## src/rtl/conversor_preco_bcd.sv

```systemverilog
// Rounds a price product (1/1000 cent units) to whole cents and converts
// it to packed BCD for the price display, using a start/busy/done handshake.
//
// Ports:
//   clk, rst_n  rising-edge clock, async active-low reset
//   start       request a conversion (sampled only while idle)
//   preco       product in 1/1000 cent, latched when start is accepted
//   busy        conversion in progress
//   done        one-cycle pulse, bcd/overflow just updated
//   bcd         packed BCD cents, digit 0 in [3:0], holds last result
//   overflow    last result above 10^DIGITS-1, holds with bcd
module conversor_preco_bcd #(
  parameter int IN_W   = 29,
  parameter int Q_W    = 14,
  parameter int DIGITS = 4
) (
  input  logic                  clk,
  input  logic                  rst_n,
  input  logic                  start,
  input  logic [IN_W-1:0]       preco,
  output logic                  busy,
  output logic                  done,
  output logic [4*DIGITS-1:0]   bcd,
  output logic                  overflow
);

  localparam int REM_W = 10;
  localparam int BCD_W = 4 * DIGITS;
  localparam int DD_W  = BCD_W + Q_W;
  localparam int CNT_W = $clog2(IN_W + 1);

  localparam logic [REM_W:0]    DIVISOR = (REM_W+1)'(1000);
  localparam logic [REM_W-1:0]  HALF    = REM_W'(500);
  localparam logic [IN_W-1:0]   MAXV    = IN_W'(10**DIGITS - 1);
  localparam logic [CNT_W-1:0]  DIV_END = CNT_W'(IN_W - 1);
  localparam logic [CNT_W-1:0]  BCD_END = CNT_W'(Q_W - 1);

  typedef enum logic [2:0] {
    IDLE,
    DIV,
    ROUND,
    BCD,
    DONE
  } state_t;

  state_t state_q;
  state_t state_d;

  // dvd_q holds the dividend and fills with quotient bits as it shifts,
  // so after IN_W steps it is the quotient.
  logic [IN_W-1:0]   dvd_q;
  logic [REM_W-1:0]  rem_q;
  logic [CNT_W-1:0]  cnt_q;
  logic [DD_W-1:0]   dd_q;
  logic              ovf_q;
  logic              done_q;
  logic [BCD_W-1:0]  bcd_q;
  logic              overflow_q;

  logic [REM_W:0]    trial;
  logic [REM_W:0]    diff;
  logic              ge;
  logic [REM_W-1:0]  rem_d;
  logic [IN_W-1:0]   q_sum;
  logic [DD_W-1:0]   dd_adj;
  logic              last_div;
  logic              last_bcd;

  assign trial    = {rem_q, dvd_q[IN_W-1]};
  assign diff     = trial - DIVISOR;
  assign ge       = (trial >= DIVISOR);
  assign rem_d    = ge ? diff[REM_W-1:0] : trial[REM_W-1:0];
  assign q_sum    = dvd_q + IN_W'(rem_q >= HALF);
  assign last_div = (cnt_q == DIV_END);
  assign last_bcd = (cnt_q == BCD_END);

  // Add-3 correction on every BCD nibble that would exceed 9 once doubled.
  always_comb begin
    dd_adj = dd_q;
    for (int i = 0; i < DIGITS; i++) begin
      if (dd_q[Q_W+4*i +: 4] >= 4'd5) begin
        dd_adj[Q_W+4*i +: 4] = dd_q[Q_W+4*i +: 4] + 4'd3;
      end
    end
  end

  always_ff @(posedge clk or negedge rst_n) begin
    if (!rst_n) begin
      state_q <= IDLE;
    end else begin
      state_q <= state_d;
    end
  end

  always_comb begin
    state_d = state_q;
    busy    = 1'b1;
    unique case (state_q)
      IDLE: begin
        busy = 1'b0;
        if (start) state_d = DIV;
      end
      DIV: begin
        if (last_div) state_d = ROUND;
      end
      ROUND: begin
        state_d = BCD;
      end
      BCD: begin
        if (last_bcd) state_d = DONE;
      end
      DONE: begin
        state_d = IDLE;
      end
      default: begin
        state_d = IDLE;
        busy    = 1'b0;
      end
    endcase
  end

  always_ff @(posedge clk or negedge rst_n) begin
    if (!rst_n) begin
      dvd_q      <= '0;
      rem_q      <= '0;
      cnt_q      <= '0;
      dd_q       <= '0;
      ovf_q      <= 1'b0;
      done_q     <= 1'b0;
      bcd_q      <= '0;
      overflow_q <= 1'b0;
    end else begin
      done_q <= (state_q == DONE);
      unique case (state_q)
        IDLE: begin
          if (start) begin
            dvd_q <= preco;
            rem_q <= '0;
            cnt_q <= '0;
          end
        end
        DIV: begin
          rem_q <= rem_d;
          dvd_q <= {dvd_q[IN_W-2:0], ge};
          cnt_q <= cnt_q + 1'b1;
        end
        ROUND: begin
          // Compared at full width so quotient bits above Q_W count.
          ovf_q <= (q_sum > MAXV);
          dd_q  <= {{BCD_W{1'b0}}, q_sum[Q_W-1:0]};
          cnt_q <= '0;
        end
        BCD: begin
          dd_q  <= {dd_adj[DD_W-2:0], 1'b0};
          cnt_q <= cnt_q + 1'b1;
        end
        DONE: begin
          bcd_q      <= ovf_q ? {DIGITS{4'h9}} : dd_q[DD_W-1:Q_W];
          overflow_q <= ovf_q;
        end
        default: begin
          cnt_q <= '0;
        end
      endcase
    end
  end

  assign done     = done_q;
  assign bcd      = bcd_q;
  assign overflow = overflow_q;

endmodule

```

## config.mk

```make
export PLATFORM = sky130hd
export DESIGN_NAME = conversor_preco_bcd
export DESIGN_NICKNAME = d
export VERILOG_FILES = /design/src/rtl/conversor_preco_bcd.sv
export SDC_FILE = /design/constraint.sdc
export NUM_CORES = 1
export LEC_CHECK = 0
export ABC_CLOCK_PERIOD_IN_PS = 2800
export CAP_MARGIN = 10
export CORE_MARGIN = 2
export CORE_UTILIZATION = 40
export DETAILED_ROUTE_END_ITERATION = 8
export HOLD_SLACK_MARGIN = 0.12
export PLACE_DENSITY = 0.61
export SLEW_MARGIN = 25
export SYNTH_ARGS = -nofsm -noshare
export SYNTH_HDL_FRONTEND = slang
export SYNTH_SLANG_ARGS = --single-unit
```

## constraint.sdc

```tcl
create_clock -name clk -period 2.8 [get_ports clk]
set_input_delay 0.56 -clock clk [delete_from_list [all_inputs] [get_ports clk]]
set_output_delay 0.56 -clock clk [all_outputs]
set_load 0.05 [all_outputs]
```

==> out/results.tsv <==
metric	value	unit
status	finished with violations	
failing checks	setup timing	
Primary FF master, synth	dfrtp_1	
Starting DRT DRC Count	286	
CTS tree	done	
Switching Share	41.4	%
IO buf count	50	
# clock sinks	96	
Crit. End Element	flip-flop	
GRT Residual Overflow	0	
CORE AREA	12700	um^2
Critical Path RT	3020	ps
Area contributors post-synth	dfrtp_1 (46%), nor2_1 (6.7%), o21ai_0 (5.6%), nand2_1 (5.3%), ha_1 (3.6%)	
# diodes	0	
Initial Util	41.2	%
Synth area leader	dfrtp_1	
Hold-fix buffers, CTS	0	
sequential area share after synthesis	46.0	%
clk_skew	8.13	ps
crit path launch	rem_q[2]	
share of power burned in registers	40.5	%
Slew Viols, Final	0	
die width	118	um
Final HPWL DP	8.37	mm
via count	4409	
Clock Pin Slew Worst Setup and Hold Paths	70	ps
Worst Reg-to-Reg Cells	13	
Die Y-Extent	118	um
Worst Hold Class	primary input to asynchronous set/reset pin	
Setup CP Type	flip-flop to flip-flop	
wire length per cell	14.3	um
Tcrit/Tclk final	103	%
row cnt	41	
LEAKAGE	0.00263	uW
io pins	51	
setup bufs post-CTS	0	
Final nets	696	
IR Drop Worst-Case VDD	0.376	mV
final hold vios	0	
final setup fails	1	
Pre-antenna DRT Iters	5	
part of the power in combinational logic	38.9	%
largest net degree at the start of global routing	58	
CTS buffer count	9	
routability cong.	0.870	
EDFF count, synth	0	
H-tree Lvls	3	
Distinct cells, synth	60	
clock network fraction of total power	20.6	%
number of synthesized register bits	96	
Mapped Nets	641	
worst skew pair latency	350	ps
Post-DRT Antenna Nets	0	
unrepaired setup endpoints after global routing	yes	
CP max FO	6	
vias in the first global route	4231	
maximum clock frequency	347	MHz
Worst R2R Start	rem_q[2]	
worst slew pin tran	591	ps
Mean Syn Cell Area	8.80	um^2
DP Area	6050	um^2
warnings from Yosys	0	
Fill cells	1233	
P_sw	2460	uW
global-route wire length before repair	20.6	mm
Internal	3480	uW
Final Cell Area	6380	um^2
CTS-repair resized insts	2	
worst reg-to-reg setup slack	-80	ps
initial antenna violation count	0	
CTS Root Cell	clkbuf_16	
P&R area growth vs syn	22.1	%
DRC	0	
Pwr Density	931	nW/um^2
Setup WS pre-CTS	-40.0	ps
crit path DAT	3100	ps
Via density	5.34	
Die Area	14000	um^2
routed wire length	11.8	mm
CTS Buffer Depth	2	
CP endpoint	ovf_q	
Max Cap Viol	0	
GRT Overall Usage	17.9	%
worst r2r dst	ovf_q	
asr flop ratio synth	100	%
final worst setup slack	-78.4	ps
Slew HR	60.6	%
minimum clock period	2880	ps
startpoint types	flip-flop	
Post-Synthesis Cell Area	5230	um^2
top-area cell type share of the netlist area	46.0	%
share of cells above drive strength 1	11.0	%
Post-Syn Instances	594	
[synth_stat cells, drive strengths merged, types with 7 or more instances]
library cell and number:
o31ai 8, and3 7, inv 14, xor2 7, a22o 8, nand2b 14, buf 9, a21oi 23
ha 15, nor3 14, o22ai 29, clkbuf 25, dfrtp 96, nand4 8, nand2 74, xnor2 18
nand3 12, o21ai 59, nor2 93
[worst max-delay path, stage by stage (launching register included)]
cell      delay, ps
dfrtp_1         370
inv_1            70
ha_2            200
nor2b_2         130
a21oi_1          50
o21bai_1        150
ha_2            250
nand2_1         100
buf_6           150
or3_1           390
or4_1           410
o211ai_1        140
and4b_1         240
a31oi_1          90
[registers in the layout, summed over array words and instances (netlist names)]
signal	count
bcd	16
cnt_q	5
dd_q	30
done	1
dvd_q	29
overflow	1
ovf_q	1
rem_q	10
state_q	3
[cell type report]
class | count | area, um^2 | area share, %
inverters | 14 | 52.6 | 0.824
repair buffers | 78 | 734 | 11.5
multi-input cells | 450 | 2690 | 42.1
clock inverters | 5 | 56.3 | 0.883
clock buffers | 11 | 233 | 3.65
flip-flops and latches | 96 | 2400 | 37.7
well taps | 172 | 215 | 3.37
[power by group through the flow]
stage	sequential (uW)	combinational, uW	clock [uW]
after global routing	2490	2610	1320
after floorplan	2220	1760	0
after detailed placement	2420	2300	0
final	2400	2310	1220
after global placement	2400	2240	0
after CTS	2400	2320	1270
[metal layers]
metal,vias up,wire length [um],global-route usage [%]
li1,2200,-,-
met1,2096,5470,23.5
met2,103,5700,29.7
met3,10,486,2.75
met4,0,165,6.55
met5,-,0,0
[layout by cell type, fill, tap and decap left out, types with 3 or more instances in the layout]
cell              n
dfrtp_1          96
nor2_1           93
nand2_1          74
o21ai_0          57
clkdlybuf4s50_1  48
o22ai_1          29
buf_4            27
a21oi_1          23
xnor2_1          18
inv_1            14
nand2b_1         14
ha_1             12
nor3_1           11
nand3_1          10
clkbuf_16         9
a22o_1            8
and3_1            7
xor2_1            7
o31ai_1           7
nand4_1           6
and2_1            4
o211ai_1          4
mux2i_1           4
nor4_1            3
nor2b_1           3
or4_4             3
[worst min path at each step]
stage                 start  slack [ps]  cells after the start        to
global route          rst_n         230                      1   bcd[13]
floorplan             rst_n         260                      0    bcd[0]
detailed placement  bcd[13]         470                      2   bcd[13]
CTS                   rst_n         200                      1  rem_q[1]
finish                rst_n         190                      1   bcd[13]
global placement     bcd[3]         460                      2    bcd[3]
[stage by stage]
stage | util, % | instances | total power [uW] | hold slack [ps] | setup TNS, ps
after detailed placement | 47.8 | 810 | 4720 | 466 | -40.0
after global placement | 47.8 | 810 | 4640 | 462 | 0
after floorplan | - | 594 | 3980 | 264 | 0
after global routing | 50.3 | 826 | 6410 | 229 | -194
after CTS | 50.1 | 826 | 5990 | 205 | -58.8
final | 50.3 | 826 | 5940 | 185 | -78.4
[cells by family after synthesis]
family          synth area share [%]
buf+inv                         3.78
simple gates                    23.0
flops                           46.0
fa+ha+maj                       3.59
xor+xnor                        4.19
mux                             1.20
compound gates                  18.2
(Power assumes the default switching activity.)
